File: src/rtl/usr_pkg.sv
// Shared types for the universal shift register.
//   mode_e  : 3-bit operation select, as driven on the usr_param mode input.
//   state_e : multi-step handshake FSM states.
package usr_pkg;

    typedef enum logic [2:0] {
        ModeHold = 3'd0,
        ModeShr  = 3'd1,
        ModeShl  = 3'd2,
        ModeLoad = 3'd3,
        ModeRor  = 3'd4,
        ModeRol  = 3'd5,
        ModeAsr  = 3'd6,
        ModeRsvd = 3'd7
    } mode_e;

    typedef enum logic [1:0] {
        StIdle = 2'd0,
        StRun  = 2'd1,
        StDone = 2'd2
    } state_e;

endpackage

File: src/rtl/usr_step.sv
// Combinational next-value function of the universal shift register.
// Configuration macro: USR_ROTATE_EN. When it is undefined, ROR and ROL decode as HOLD.
// Ports:
//   q      : current register contents
//   op     : operation to apply
//   d      : parallel load data
//   sil    : serial input entering the LSB on SHL
//   sir    : serial input entering the MSB on SHR
//   next_q : register value after one step of op
module usr_step
    import usr_pkg::*;
#(
    parameter int unsigned WIDTH = 8
) (
    input  logic [WIDTH-1:0] q,
    input  mode_e            op,
    input  logic [WIDTH-1:0] d,
    input  logic             sil,
    input  logic             sir,
    output logic [WIDTH-1:0] next_q
);

    always_comb begin
        next_q = q;
        case (op)
            ModeShr:  next_q = {sir, q[WIDTH-1:1]};
            ModeShl:  next_q = {q[WIDTH-2:0], sil};
            ModeLoad: next_q = d;
`ifdef USR_ROTATE_EN
            ModeRor:  next_q = {q[0], q[WIDTH-1:1]};
            ModeRol:  next_q = {q[WIDTH-2:0], q[WIDTH-1]};
`endif
            ModeAsr:  next_q = {q[WIDTH-1], q[WIDTH-1:1]};
            default:  next_q = q;
        endcase
    end

endmodule

File: src/rtl/usr_param.sv
// Parametrised universal shift register with single-step and multi-step ("apply mode amt
// times") operation behind a start/busy/done handshake.
// Configuration macro: USR_ROTATE_EN (enables ROR/ROL; otherwise they act as HOLD).
// Ports:
//   clk   : rising-edge clock
//   clear : asynchronous active-low reset
//   en    : single-step enable (IDLE only)
//   mode  : operation select (see usr_pkg::mode_e)
//   d     : parallel load data, sampled live at every step
//   sir   : serial input into the MSB on SHR
//   sil   : serial input into the LSB on SHL
//   start : begin a multi-step operation (wins over en)
//   amt   : step count for a multi-step operation, 0..WIDTH
//   q     : register contents
//   so_r  : q[0]
//   so_l  : q[WIDTH-1]
//   busy  : multi-step operation in progress
//   done  : one-cycle completion pulse
module usr_param
    import usr_pkg::*;
#(
    parameter int unsigned WIDTH = 8,
    parameter int unsigned AMT_W = $clog2(WIDTH) + 1
) (
    input  logic             clk,
    input  logic             clear,
    input  logic             en,
    input  logic [2:0]       mode,
    input  logic [WIDTH-1:0] d,
    input  logic             sir,
    input  logic             sil,
    input  logic             start,
    input  logic [AMT_W-1:0] amt,
    output logic [WIDTH-1:0] q,
    output logic             so_r,
    output logic             so_l,
    output logic             busy,
    output logic             done
);

    state_e           state_r, state_d;
    logic [WIDTH-1:0] q_r, q_d;
    mode_e            op_r, op_d;
    logic [AMT_W-1:0] rem_r, rem_d;
    mode_e            step_op;
    logic [WIDTH-1:0] next_q;

    // In RUN the latched op is applied; in IDLE the live mode drives single steps.
    assign step_op = (state_r == StRun) ? op_r : mode_e'(mode);

    usr_step #(
        .WIDTH (WIDTH)
    ) u_step (
        .q      (q_r),
        .op     (step_op),
        .d      (d),
        .sil    (sil),
        .sir    (sir),
        .next_q (next_q)
    );

    always_comb begin
        state_d = state_r;
        q_d     = q_r;
        op_d    = op_r;
        rem_d   = rem_r;
        case (state_r)
            StIdle: begin
                if (start) begin
                    // q is left untouched on the accepting edge.
                    op_d    = mode_e'(mode);
                    rem_d   = amt;
                    state_d = (amt != '0) ? StRun : StDone;
                end else if (en) begin
                    q_d = next_q;
                end
            end
            StRun: begin
                q_d   = next_q;
                rem_d = rem_r - AMT_W'(1);
                if (rem_d == '0) begin
                    state_d = StDone;
                end
            end
            StDone: begin
                state_d = StIdle;
            end
            default: begin
                state_d = StIdle;
            end
        endcase
    end

    always_ff @(posedge clk or negedge clear) begin
        if (!clear) begin
            state_r <= StIdle;
            q_r     <= '0;
            op_r    <= ModeHold;
            rem_r   <= '0;
        end else begin
            state_r <= state_d;
            q_r     <= q_d;
            op_r    <= op_d;
            rem_r   <= rem_d;
        end
    end

    assign q    = q_r;
    assign so_r = q_r[0];
    assign so_l = q_r[WIDTH-1];
    assign busy = (state_r != StIdle);
    assign done = (state_r == StDone);

endmodule

File: config.mk
export PLATFORM = sky130hd
export DESIGN_NAME = usr_param
export DESIGN_NICKNAME = d
export VERILOG_FILES = /design/src/rtl/usr_pkg.sv /design/src/rtl/usr_step.sv /design/src/rtl/usr_param.sv
export SDC_FILE = /design/constraint.sdc
export NUM_CORES = 1
export LEC_CHECK = 0
export CORE_MARGIN = 3
export CORE_UTILIZATION = 40
export DETAILED_ROUTE_END_ITERATION = 10
export PLACE_DENSITY = 0.75
export SLEW_MARGIN = 15
export SYNTH_ARGS = -nofsm -noshare
export SYNTH_HDL_FRONTEND = slang
export SYNTH_SLANG_ARGS = --single-unit
File: constraint.sdc
create_clock -name clk -period 2.85 [get_ports clk]
set_input_delay 0.57 -clock clk [delete_from_list [all_inputs] [get_ports clk]]
set_output_delay 0.57 -clock clk [all_outputs]
set_load 0.02 [all_outputs]
==> metrics.csv, run 1 <==
metric,value,unit
outcome,finished clean,
reg2reg_slack,0.64,ns
seq_area_frac_synth,37.78,%
routed_wl,2.570,mm
h-tree-depth,1,
setup-tns-final,0,ns
globalRouteOverflowTotal,0,
antenna_found_initial,0,
clk_pin_slew,0.10,ns
cts_max_path_buffers,2,
ys_types,37,
power.density,1076,nW/µm²
drtPass1Iterations,4,
area_growth,29.67,%
vdd_drop_max,0.6556,mV
drive_above_1_share,8.904,%
drt_iter0_drc,28,
pwr-share-comb,58.9,%
cpMaxStageDelayCell,dfrtp_1,
cp.arrival,1.76,ns
port_buffers,32,
via_count,981,
endpoint,busy,
p_leak,0.6246,nW
post_cts_resized,0,
p_clk_share,8.6,%
start_util,43.86,%
nets,170,
synth_edf_count,0,
worst_hold_path_type,flip-flop to flip-flop,
r2r_end,q[2]$_DFFE_PN0P_,
final_cell_mix,"32 x clkdlybuf4s50_1, 17 x dfrtp_1, 12 x nand2_1",
p_sw_share,44.55,%
required,2.28,ns
post-route-period-util,81.77,%
diodes,0,
maxSlewViolCount,0,
dp_hpwl,2.069,mm
grt_pass1_wl,4.409,mm
crit_path_end_kind,output pin,
track_usage,16.50,%
cts_setup_buffers,0,
cts.sinks,17,
seqPwrFrac,32.6,%
worst_pin_slew,0.7870,ns
grt_pass1_vias,961,
final.min_clock_period,2.330,ns
cp_cell_sequence,"inv_1, nand2_1, clkdlybuf4s50_1",
hold_buffers,0,
start_kind,flip-flop,
synth_top_area_cell,dfrtp_1,
post-route-util,56.87,%
yosys-top-cells-area,"dfrtp_1 38%, mux2i_1 7.1%, mux2_1 5.0%",
rsz0062_at_grt,false,
crit_start,state_r[0]$_DFFE_PN0P_,
rows,18,
synth_top_flop_cell,dfrtp_1,
syn-instance-count,116,
grt_max_degree,18,
finalClockSkew,0.002699,ns
synth_fp_nets,139,
stdcell_count,176,
syn_avg_cell_area,9.708,µm²
r2r_start,state_r[0]$_DFFE_PN0P_,
clk_latency,0.30,ns
fp.dieW,59.06,µm
final_common_cell,clkdlybuf4s50_1,
criticalPathCategory,flip-flop to output pin,
slowest_delay,0.62,ns
gp_congestion,0.8609,
placed_cells,172,
die_y,59.06,µm
async_reset_ff_share,100.0,%
cts_root_buffer,clkbuf_4,
io_pins,33,
dpl_cell_area,1434,µm²
relSlewSlack,47.21,%
p_switching,0.0007000,W
wl_per_cell,14.60,µm
drc_errors,0,
maxCapViolCount,0,
fmax,0.4291,GHz
stdcell_area,1460,µm²
finalHoldViolations,0,
drtAntennaViolNets,0,
synth_seq_cells,17,
p_int,0.0008714,W
yosysWarnings,0,
die_area,3488,µm²
cts_tree,built,
routed_via_density,5.574,
fp.coreArea,2567,µm²
cp_max_fo,13,
numCtsBuffers,3,
setup_viol_count_final,0,
synth_top_area_share,37.78,%
reg2reg_depth,5,
synth_area,1126,µm²
## layer usage
layer	vias up	wire, µm	global-route usage [%]
met5	-	0	0
met4	0	58	6.796
met3	6	57	3.704
met2	15	1276	26.97
met1	476	1177	20.95
li1	484	-	-
## area by class of cell
| cell class | count | area (µm²) |
|---|---|---|
| Clock buffer | 4 | 26.28 |
| Fill cell | 231 | 1107 |
| Inverter | 6 | 22.52 |
| Multi-Input combinational cell | 87 | 628.1 |
| Sequential cell | 17 | 425.4 |
| Tap cell | 30 | 37.54 |
| Timing Repair Buffer | 32 | 320.3 |
## flip-flops by register name, indices dropped and copies added (netlist names)
signal,flops
op_r,3
rem_r,4
q,8
state_r,2
## cells in the mapped netlist (all sizes together) (4+ instances only)
| cell type | instances |
|---|---|
| o21ai | 8 |
| nand2 | 12 |
| mux2i | 9 |
| inv | 6 |
| nand2b | 4 |
| mux2 | 8 |
| a21oi | 10 |
| o22ai | 4 |
| dfrtp | 17 |
| buf | 6 |
## worst min path at each step
stage / depth (start not counted) / slack, ns / to / startpoint
global placement: 2 / 0.53 / q[1]$_DFFE_PN0P_ / q[1]$_DFFE_PN0P_
detailed placement: 2 / 0.54 / q[0]$_DFFE_PN0P_ / q[0]$_DFFE_PN0P_
CTS: 2 / 0.56 / q[0]$_DFFE_PN0P_ / q[0]$_DFFE_PN0P_
finish: 2 / 0.57 / q[0]$_DFFE_PN0P_ / q[0]$_DFFE_PN0P_
floorplan: 0 / 0.27 / op_r[0]$_DFFE_PN0P_ / clear
global route: 1 / 0.61 / op_r[1]$_DFFE_PN0P_ / op_r[1]$_DFFE_PN0P_
## critical path: cells and delay by family (launching register included)
family	cells	cell delay, ns
flops	1	0.62
simple gates	1	0.09
buf+inv	2	0.76
## power by group through the flow
stage / logic, W / clock network [W] / registers (W)
global placement: 0.000906 / 0 / 0.000512
floorplan: 0.000657 / 0 / 0.000522
detailed placement: 0.000935 / 0 / 0.000516
global route: 0.00103 / 0.000148 / 0.000532
CTS: 0.000935 / 0.000139 / 0.000511
finish: 0.000925 / 0.000135 / 0.000512
## cell families after synthesis
| family | after synthesis | share of synthesized area (%) |
|---|---|---|
| buffers and inverters | 12 | 6.444 |
| DFF | 17 | 37.78 |
| and+or+nand+nor | 33 | 16.00 |
| muxes | 17 | 17.11 |
| AOI/OAI and AO/OA | 34 | 19.67 |
| xor gates and xnor gates | 1 | 0.7779 |
| adders and majority gates | 2 | 2.222 |
## stage by stage
step	hold slack, ns	total power, W	setup WS (ns)
final	0.5674	0.001571	0.5196
after global routing	0.6070	0.001709	0.4368
after CTS	0.5649	0.001585	0.4969
after detailed placement	0.5430	0.001451	0.3781
after global placement	0.5319	0.001418	0.4597
after floorplan	0.2744	0.001179	1.168
No activity file was read; power rests on OpenSTA's default activity.
==> run 2, diff against run 1 <==
--- a/config.mk
+++ b/config.mk
@@ -8,7 +8,7 @@
 export CORE_MARGIN = 3
 export CORE_UTILIZATION = 40
 export DETAILED_ROUTE_END_ITERATION = 10
-export PLACE_DENSITY = 0.75
+export PLACE_DENSITY = 0.78
 export SLEW_MARGIN = 15
 export SYNTH_ARGS = -nofsm -noshare
 export SYNTH_HDL_FRONTEND = slang
==> constraint.sdc (replaced) <==
create_clock -name clk -period 1.86 [get_ports clk]
set_input_delay 0.372 -clock clk [delete_from_list [all_inputs] [get_ports clk]]
set_output_delay 0.372 -clock clk [all_outputs]
set_load 0.02 [all_outputs]
==> metrics.csv, run 2 (synthesis gave the netlist of run 1 again) <==
metric,value,unit,change
worst_pin_slew,0.3589,ns,-0.4282 ns
r2r_start,state_r[1]$_DFFE_PN0P_,,
cp.arrival,1.97,ns,+0.21 ns
finalHoldViolations,0,,unchanged
p_leak,0.7083,nW,+13%
reg2reg_slack,0.11,ns,-0.53 ns
rsz0062_at_grt,false,,
layout_setup_ws,0.1132,ns,-0.4065 ns
final_cell_mix,"30 x clkdlybuf4s50_1, 17 x buf_4, 16 x dfrtp_1",,
stdcell_area,1587,µm²,+8.7%
relSlewSlack,75.85,%,+29 points
final.min_clock_period,1.747,ns,
cts_tree,built,,
fp.dieW,59.06,µm,unchanged
clk_latency,0.30,ns,about the same
clk_pin_slew,0.10,ns,about the same
crit_start,state_r[1]$_DFFE_PN0P_,,
numCtsBuffers,3,,unchanged
cpMaxStageDelayCell,dfrtp_1,,
cp_max_fo,8,,-5
grt_pass1_wl,4.664,mm,+5.8%
final_common_cell,clkdlybuf4s50_1,,
diodes,0,,unchanged
wl_per_cell,14.19,µm,-2.8%
h-tree-depth,1,,unchanged
rows,18,,unchanged
grt_max_degree,18,,unchanged
gp_congestion,0.8905,,+3.4%
cp_cell_sequence,"nand2b_4, mux2i_4, buf_4, mux2i_1, or2_0, a31oi_1",,
required,2.08,ns,-0.20 ns
stdcell_count,193,,+9.7%
post-route-period-util,93.92,%,
start_kind,flip-flop,,
drc_errors,0,,unchanged
drive_above_1_share,19.02,%,+10 points
slowest_delay,0.44,ns,-0.18 ns
worst-path-buf-inv,1,,-1
cts_setup_buffers,0,,unchanged
drtAntennaViolNets,0,,unchanged
globalRouteOverflowTotal,0,,unchanged
port_buffers,32,,unchanged
reg2reg_depth,6,,+1
r2r_end,q[7]$_DFFE_PN0P_,,
cts.sinks,17,,unchanged
vdd_drop_max,1.209,mV,+84%
finalClockSkew,0.005305,ns,+0.002605 ns
routed_wl,2.739,mm,+6.6%
drtPass1Iterations,6,,+2
via_count,1039,,+5.9%
io_pins,33,,unchanged
track_usage,17.07,%,+0.57 points
setup_viol_count_final,0,,unchanged
fp.coreArea,2567,µm²,unchanged
pre_cts_slack,-0.06985,ns,-0.4480 ns
grt_pass1_vias,1099,,+14%
outcome,finished clean,,
power.density,1638,nW/µm²,+52%
n_fill_cell,227,,-1.7%
die_y,59.06,µm,unchanged
routed_via_density,5.383,,-3.4%
maxSlewViolCount,0,,unchanged
largest_reg_flops,8,,unchanged
path_delay_family,multiplexers,,
area_growth,40.89,%,
cts_root_buffer,clkbuf_4,,
antenna_found_initial,0,,unchanged
die_area,3488,µm²,unchanged
dpl_cell_area,1562,µm²,+8.9%
maxCapViolCount,0,,unchanged
timing.hold.ws,0.3862,ns,-0.1812 ns
cts_max_path_buffers,2,,unchanged
worst_hold_path_type,primary input to async pin,,
criticalPathCategory,flip-flop to flip-flop,,
placed_cells,189,,+9.9%
post-route-util,61.79,%,+4.9 points
start_util,43.86,%,unchanged
drt_iter0_drc,27,,-3.6%
dp_hpwl,2.237,mm,+8.1%
fmax,0.5725,GHz,
nets,187,,+10%
crit_path_end_kind,flip-flop,,
## run 2: cell types whose count changed in the layout (fill, tap and decap cells not counted), sizes merged
cell	before	now
buf	0	17
clkdlybuf4s50	32	30
dlygate4sd2	0	2
## run 2: final cells by class
cell class              instances  area, µm²  share of cell area (%)
inverters                       6      22.52                   1.420
clock buffers                   4      26.28                   1.656
multi-input cells              87      628.1                   39.59
flip-flops and latches         17      426.7                   26.89
well taps                      30      37.54                   2.366
repair buffers                 49      445.4                   28.08
## run 2: through the flow
step | total power [W] | TNS, ns
floorplan | 0.001806 | 0
global placement | 0.002359 | 0
detailed placement | 0.002421 | -0.3221
CTS | 0.002617 | 0
global route | 0.002810 | 0
finish | 0.002599 | 0
## run 2: how the worst max path moves through the flow
stage / depth (start not counted) / to
global route: 6 / q[7]$_DFFE_PN0P_
CTS: 6 / q[7]$_DFFE_PN0P_
global placement: 6 / q[7]$_DFFE_PN0P_
floorplan: 7 / q[4]$_DFFE_PN0P_
finish: 6 / q[7]$_DFFE_PN0P_
detailed placement: 5 / q[0]$_DFFE_PN0P_
## run 2: where the power goes
part           internal, W  leakage, nW  switching, W
Clock            0.0000836       0.0150      0.000120
Combinational     0.000848        0.490      0.000779
Sequential        0.000553        0.203      0.000215
## run 2: per-layer routing
metal  up-vias  wire length [µm]  global-route usage [%]
met2        18              1404                   28.71
met3         2                84                   3.050
li1        516                 -                       -
met4         0                10                   6.472
met5         -                 0                       0
met1       503              1240                   21.68
## run 2: timing repair
| action | in CTS | in global routing |
|---|---|---|
| gates resized for setup | 3 | 0 |
| endpoints found under the hold margin | 0 | 0 |
| setup endpoints to repair | 2 | 0 |
| hold buffers | 0 | 0 |
